==> config.mk <==
export PLATFORM = sky130hd
export DESIGN_NAME = shift_seq_flat
export DESIGN_NICKNAME = d
export VERILOG_FILES = /design/src/rtl/shift_seq_if.sv /design/src/rtl/shift_seq.sv /design/src/flat_wrapper.sv
export SDC_FILE = /design/constraint.sdc
export NUM_CORES = 1
export LEC_CHECK = 0
export ABC_AREA = 1
export ABC_CLOCK_PERIOD_IN_PS = 1600
export CORE_MARGIN = 2
export CORE_UTILIZATION = 39
export DETAILED_ROUTE_END_ITERATION = 10
export PLACE_DENSITY_LB_ADDON = 0.25
export SYNTH_ARGS = -nofsm -noshare
export SYNTH_HDL_FRONTEND = slang
export SYNTH_SLANG_ARGS = --single-unit
==> constraint.sdc <==
create_clock -name clk -period 1.6 [get_ports clk]
set_input_delay 0.32 -clock clk [delete_from_list [all_inputs] [get_ports clk]]
set_output_delay 0.32 -clock clk [all_outputs]
set_load 0.02 [all_outputs]
==> src/rtl/shift_seq_if.sv <==
// Handshake and shifter-port bundle for shift_seq: command in, result out,
// plus the loop through the external 4-bit combinational barrel shifter.
interface shift_seq_if #(
    parameter int AMT_W = 4
);
    logic             cmd_valid;
    logic             cmd_ready;
    logic [3:0]       cmd_data;
    logic             cmd_dir;
    logic [AMT_W-1:0] cmd_amt;

    logic [3:0]       sh_in;
    logic [1:0]       sh_shift;
    logic             sh_dir;
    logic [3:0]       sh_out;

    logic             res_valid;
    logic             res_ready;
    logic [3:0]       res_data;

    // master: the sequencer; slave: producer, consumer and shifter around it
    modport master (
        input  cmd_valid, cmd_data, cmd_dir, cmd_amt, sh_out, res_ready,
        output cmd_ready, sh_in, sh_shift, sh_dir, res_valid, res_data
    );
    modport slave (
        output cmd_valid, cmd_data, cmd_dir, cmd_amt, sh_out, res_ready,
        input  cmd_ready, sh_in, sh_shift, sh_dir, res_valid, res_data
    );
endinterface

==> src/rtl/shift_seq.sv <==
// Multi-pass shift sequencer: splits a shift of up to 2^AMT_W-1 positions into
// passes of at most 3 through an external shifter. Option: BSEQ_EARLY_EXIT_EN.
module shift_seq #(
    parameter int AMT_W = 4
) (
    input  logic        clk,
    input  logic        rst,
    shift_seq_if.master bus
);
    typedef enum logic [1:0] {
        IDLE = 2'd0,
        RUN  = 2'd1,
        DONE = 2'd2
    } state_t;

    state_t           state_reg, state_next;
    logic [3:0]       data_reg,  data_next;
    logic [AMT_W-1:0] rem_reg,   rem_next;
    logic             dir_reg,   dir_next;
    logic [1:0]       pass_amt;

    // Per-pass amount is capped at what remains, so rem_reg cannot underflow.
    assign pass_amt = (rem_reg > AMT_W'(3)) ? 2'd3 : rem_reg[1:0];

    always_ff @(posedge clk) begin
        if (rst) begin
            state_reg <= IDLE;
            data_reg  <= 4'd0;
            rem_reg   <= '0;
            dir_reg   <= 1'b0;
        end else begin
            state_reg <= state_next;
            data_reg  <= data_next;
            rem_reg   <= rem_next;
            dir_reg   <= dir_next;
        end
    end

    always_comb begin
        state_next = state_reg;
        data_next  = data_reg;
        rem_next   = rem_reg;
        dir_next   = dir_reg;
        case (state_reg)
            IDLE: begin
                if (bus.cmd_valid) begin
                    data_next  = bus.cmd_data;
                    rem_next   = bus.cmd_amt;
                    dir_next   = bus.cmd_dir;
                    state_next = RUN;
`ifdef BSEQ_EARLY_EXIT_EN
                    // Any shift of 4 or more clears a 4-bit word; skip the passes.
                    if (bus.cmd_amt >= AMT_W'(4)) begin
                        data_next  = 4'd0;
                        state_next = DONE;
                    end
`endif
                end
            end
            RUN: begin
                data_next = bus.sh_out;
                rem_next  = rem_reg - AMT_W'(pass_amt);
                if (rem_reg <= AMT_W'(3)) begin
                    state_next = DONE;
                end
            end
            DONE: begin
                if (bus.res_ready) begin
                    state_next = IDLE;
                end
            end
            default: state_next = IDLE;
        endcase
    end

    assign bus.cmd_ready = (state_reg == IDLE) && !rst;
    assign bus.sh_in     = data_reg;
    assign bus.sh_dir    = dir_reg;
    assign bus.sh_shift  = (state_reg == RUN) ? pass_amt : 2'd0;
    assign bus.res_valid = (state_reg == DONE);
    assign bus.res_data  = (state_reg == DONE) ? data_reg : 4'd0;
endmodule
==> src/flat_wrapper.sv <==
// flat-port wrapper written by rule: the top's interface ports become plain ports
module shift_seq_flat 
#(
    parameter int AMT_W = 4
)
  (clk, rst, bus_cmd_valid, bus_cmd_data, bus_cmd_dir, bus_cmd_amt, bus_sh_out, bus_res_ready, bus_cmd_ready, bus_sh_in, bus_sh_shift, bus_sh_dir, bus_res_valid, bus_res_data);
  shift_seq_if #(.AMT_W(AMT_W)) bus_i ();
  input  logic clk;
  input  logic rst;
  input wire logic [$bits(bus_i.cmd_valid)-1:0] bus_cmd_valid;
  input wire logic [$bits(bus_i.cmd_data)-1:0] bus_cmd_data;
  input wire logic [$bits(bus_i.cmd_dir)-1:0] bus_cmd_dir;
  input wire logic [$bits(bus_i.cmd_amt)-1:0] bus_cmd_amt;
  input wire logic [$bits(bus_i.sh_out)-1:0] bus_sh_out;
  input wire logic [$bits(bus_i.res_ready)-1:0] bus_res_ready;
  output wire logic [$bits(bus_i.cmd_ready)-1:0] bus_cmd_ready;
  output wire logic [$bits(bus_i.sh_in)-1:0] bus_sh_in;
  output wire logic [$bits(bus_i.sh_shift)-1:0] bus_sh_shift;
  output wire logic [$bits(bus_i.sh_dir)-1:0] bus_sh_dir;
  output wire logic [$bits(bus_i.res_valid)-1:0] bus_res_valid;
  output wire logic [$bits(bus_i.res_data)-1:0] bus_res_data;
  assign bus_i.cmd_valid = bus_cmd_valid;
  assign bus_i.cmd_data = bus_cmd_data;
  assign bus_i.cmd_dir = bus_cmd_dir;
  assign bus_i.cmd_amt = bus_cmd_amt;
  assign bus_i.sh_out = bus_sh_out;
  assign bus_i.res_ready = bus_res_ready;
  assign bus_cmd_ready = bus_i.cmd_ready;
  assign bus_sh_in = bus_i.sh_in;
  assign bus_sh_shift = bus_i.sh_shift;
  assign bus_sh_dir = bus_i.sh_dir;
  assign bus_res_valid = bus_i.res_valid;
  assign bus_res_data = bus_i.res_data;
  shift_seq #(.AMT_W(AMT_W)) u_core (.clk(clk), .rst(rst), .bus(bus_i));
endmodule
==> flow_metrics.env <==
export IMPL_final_max_slew_viol_count=0
export IMPL_synth_nets=116
export IMPL_clock_sinks=11
export IMPL_synthTopCellsByArea="dfxtp_1, nand2_1, nor2_1"
export IMPL_num_rows=14
export IMPL_post_dp_hpwl_um=1201
export IMPL_yosysTopAreaCell="dfxtp_1"
export IMPL_die_w_um=44.05
export IMPL_num_fill_cells=135
export IMPL_critPathKind="reg -> out"
export IMPL_coreArea_um2=1506
export IMPL_synth_area_um2=625.6
export IMPL_ant_nets=0
export IMPL_status="completed"
export IMPL_drv_cap=0
export IMPL_final_layout_size_suffix_gt1_share_pct=21.17
export IMPL_ys_ff_latch=11
export IMPL_syn_avg_cell_area_um2=6.384
export IMPL_antenna_found_initial=0
export IMPL_ctsHoldBuffers=0
export IMPL_dieArea_um2=1940
export IMPL_clockBufferDepth=2
export IMPL_num_io_pins=30
export IMPL_cts_root_buffer="clkbuf_4"
export IMPL_drtIter0Drc=9
export IMPL_gp_congestion=0.8176
export IMPL_synth_top_area_share_pct=35.20
export IMPL_grt_pass1_wl_um=2656
export IMPL_route_vias_total=728
export IMPL_grt_pass1_vias=680
export IMPL_setup_tns_ns=0
export IMPL_routed_wl_um=1581
export IMPL_rsz0062_at_grt="no"
export IMPL_numCtsBuffers=3
export IMPL_finalSetupViolCount=0
export IMPL_post_route_period_util_pct=96.86
export IMPL_synth_distinct_cells=16
export IMPL_arrival_ns=1.23
export IMPL_worstSetupStartpoint="u_core.state_reg[1]"
export IMPL_crit_path_start_kind="flip-flop"
export IMPL_fin_crit_ns=1.550
export IMPL_worst_endpoint_required_ns=1.28
export IMPL_drc=0
export IMPL_irDropWorstVdd_uv=817.9
export IMPL_drtPass1Iterations=4
export IMPL_crit_fanout=5
export IMPL_vias_per_cell=4.758
export IMPL_syn_to_final_growth_pct=56.00
export IMPL_drt_wirelength_per_cell_um=10.33
export IMPL_tightest_slew_ns=0.2362
export IMPL_n_antenna_cell=0
export IMPL_reg2regPathDepth=11
export IMPL_finalHoldViolations=0
export IMPL_fmax_mhz=645.3
export IMPL_cts_tree="built"
export IMPL_end_kind="output pin"
export IMPL_start_util_pct=41.53
export IMPL_grt_overflow_total=0
export IMPL_rrSetupSlack_ns=0.18
export IMPL_nNetsFinal=156
export IMPL_worstHoldPathType="reg -> reg"
export IMPL_htreeDepth=1
export IMPL_io_buffers=29
export IMPL_pwr_density_cell_nw_per_um2=845.9
export IMPL_post_cts_setup_buffer_count=0
export IMPL_cp_endpoint="bus_res_valid"
export IMPL_mostFrequentLayoutCells="nand2_1, clkdlybuf4s50_1, nor2_1"
export IMPL_fin_skew_ns=0.005493
export IMPL_r2r_end="u_core.rem_reg[2]"
export IMPL_power_leakage_nw=0.4848
export IMPL_mostFrequentLayoutCell="nand2_1"
export IMPL_r2r_start="u_core.rem_reg[2]"
export IMPL_clk_latency_ns=0.28
export IMPL_synth_warning_count=0
export IMPL_ys_seq_area_share_pct=35.20
export IMPL_grt_total_usage_pct=18.61
export IMPL_clk_pin_slew_ns=0.07
export IMPL_syn_inst=98
export IMPL_grt_max_degree=9
export IMPL_die_h_um=44.05
export IMPL_slew_headroom_pct=84.25
export IMPL_finalPower_w=0.0008255
## through the flow
step	setup WS (ns)	hold slack (ns)	util [%]	instance area, um2	instances
after floorplan	0.08528	0.4368	-	625.6	98
after global placement	-0.1865	0.4516	64.95	978.4	149
after detailed placement	-0.1783	0.4536	64.95	978.4	149
after CTS	0.002722	0.4634	66.69	1005	153
after global routing	0.02187	0.4942	64.78	975.9	153
final	0.05023	0.4624	64.78	975.9	153
## cells by family after synthesis
logic type	synth area share [%]
AOI/OAI and AO/OA	18.20
adders and majority gates	2.000
and+or+nand+nor	32.80
buffers and inverters	11.80
DFF	35.20
## synth_stat cells
cell / number
clkbuf_1: 1
nor2_4: 1
clkbuf_8: 1
nor2_1: 16
inv_2: 3
inv_1: 12
nand2_1: 27
nand3_1: 4
nand2_2: 1
ha_1: 1
a21oi_1: 9
nor2_2: 1
dfxtp_1: 11
o21a_1: 6
o21ai_2: 1
o21ai_0: 3
## cell type report
type	instances	area [um2]	area share, %
clock buffers	4	26.28	2.692
inverters	15	56.30	5.769
multi-input cells	70	334.1	34.23
flip-flops and latches	11	222.7	22.82
well taps	16	20.02	2.051
repair buffers	37	316.6	32.44
## worst max-delay path: stages, from the launching register on
cell and delay (ns):
dfxtp_2 0.37, inv_2 0.07, nor2_2 0.13, buf_4 0.13, clkdlybuf4s15_2 0.25
## power breakdown
group | internal, W | switching [W]
registers | 0.000305 | 0.0000188
logic | 0.000147 | 0.000158
clock network | 0.0000967 | 0.0000998
## routing by layer
metal	global-route usage (%)	vias up	share of wire [%]
met5	0	-	0
met4	7.273	0	1.2
met3	6.531	2	7.2
met2	32.06	21	47
met1	20.92	325	45
li1	-	380	-
## worst min path at each step
stage / end / cells past startpoint / slack [ns] / from
after floorplan: u_core.rem_reg[3] / 2 / 0.44 / u_core.rem_reg[3]
after global placement: u_core.rem_reg[3] / 2 / 0.45 / u_core.rem_reg[3]
after detailed placement: u_core.rem_reg[3] / 2 / 0.45 / u_core.rem_reg[3]
after CTS: u_core.rem_reg[3] / 2 / 0.46 / u_core.rem_reg[3]
after global routing: u_core.rem_reg[3] / 2 / 0.49 / u_core.rem_reg[3]
final: u_core.rem_reg[3] / 2 / 0.46 / u_core.rem_reg[3]
## what timing repair did
item                       in CTS  in global routing
cloned                          0                  0
resized for setup              21                 10
setup endpoints to repair       8                  6
(Power assumes the default switching activity.)
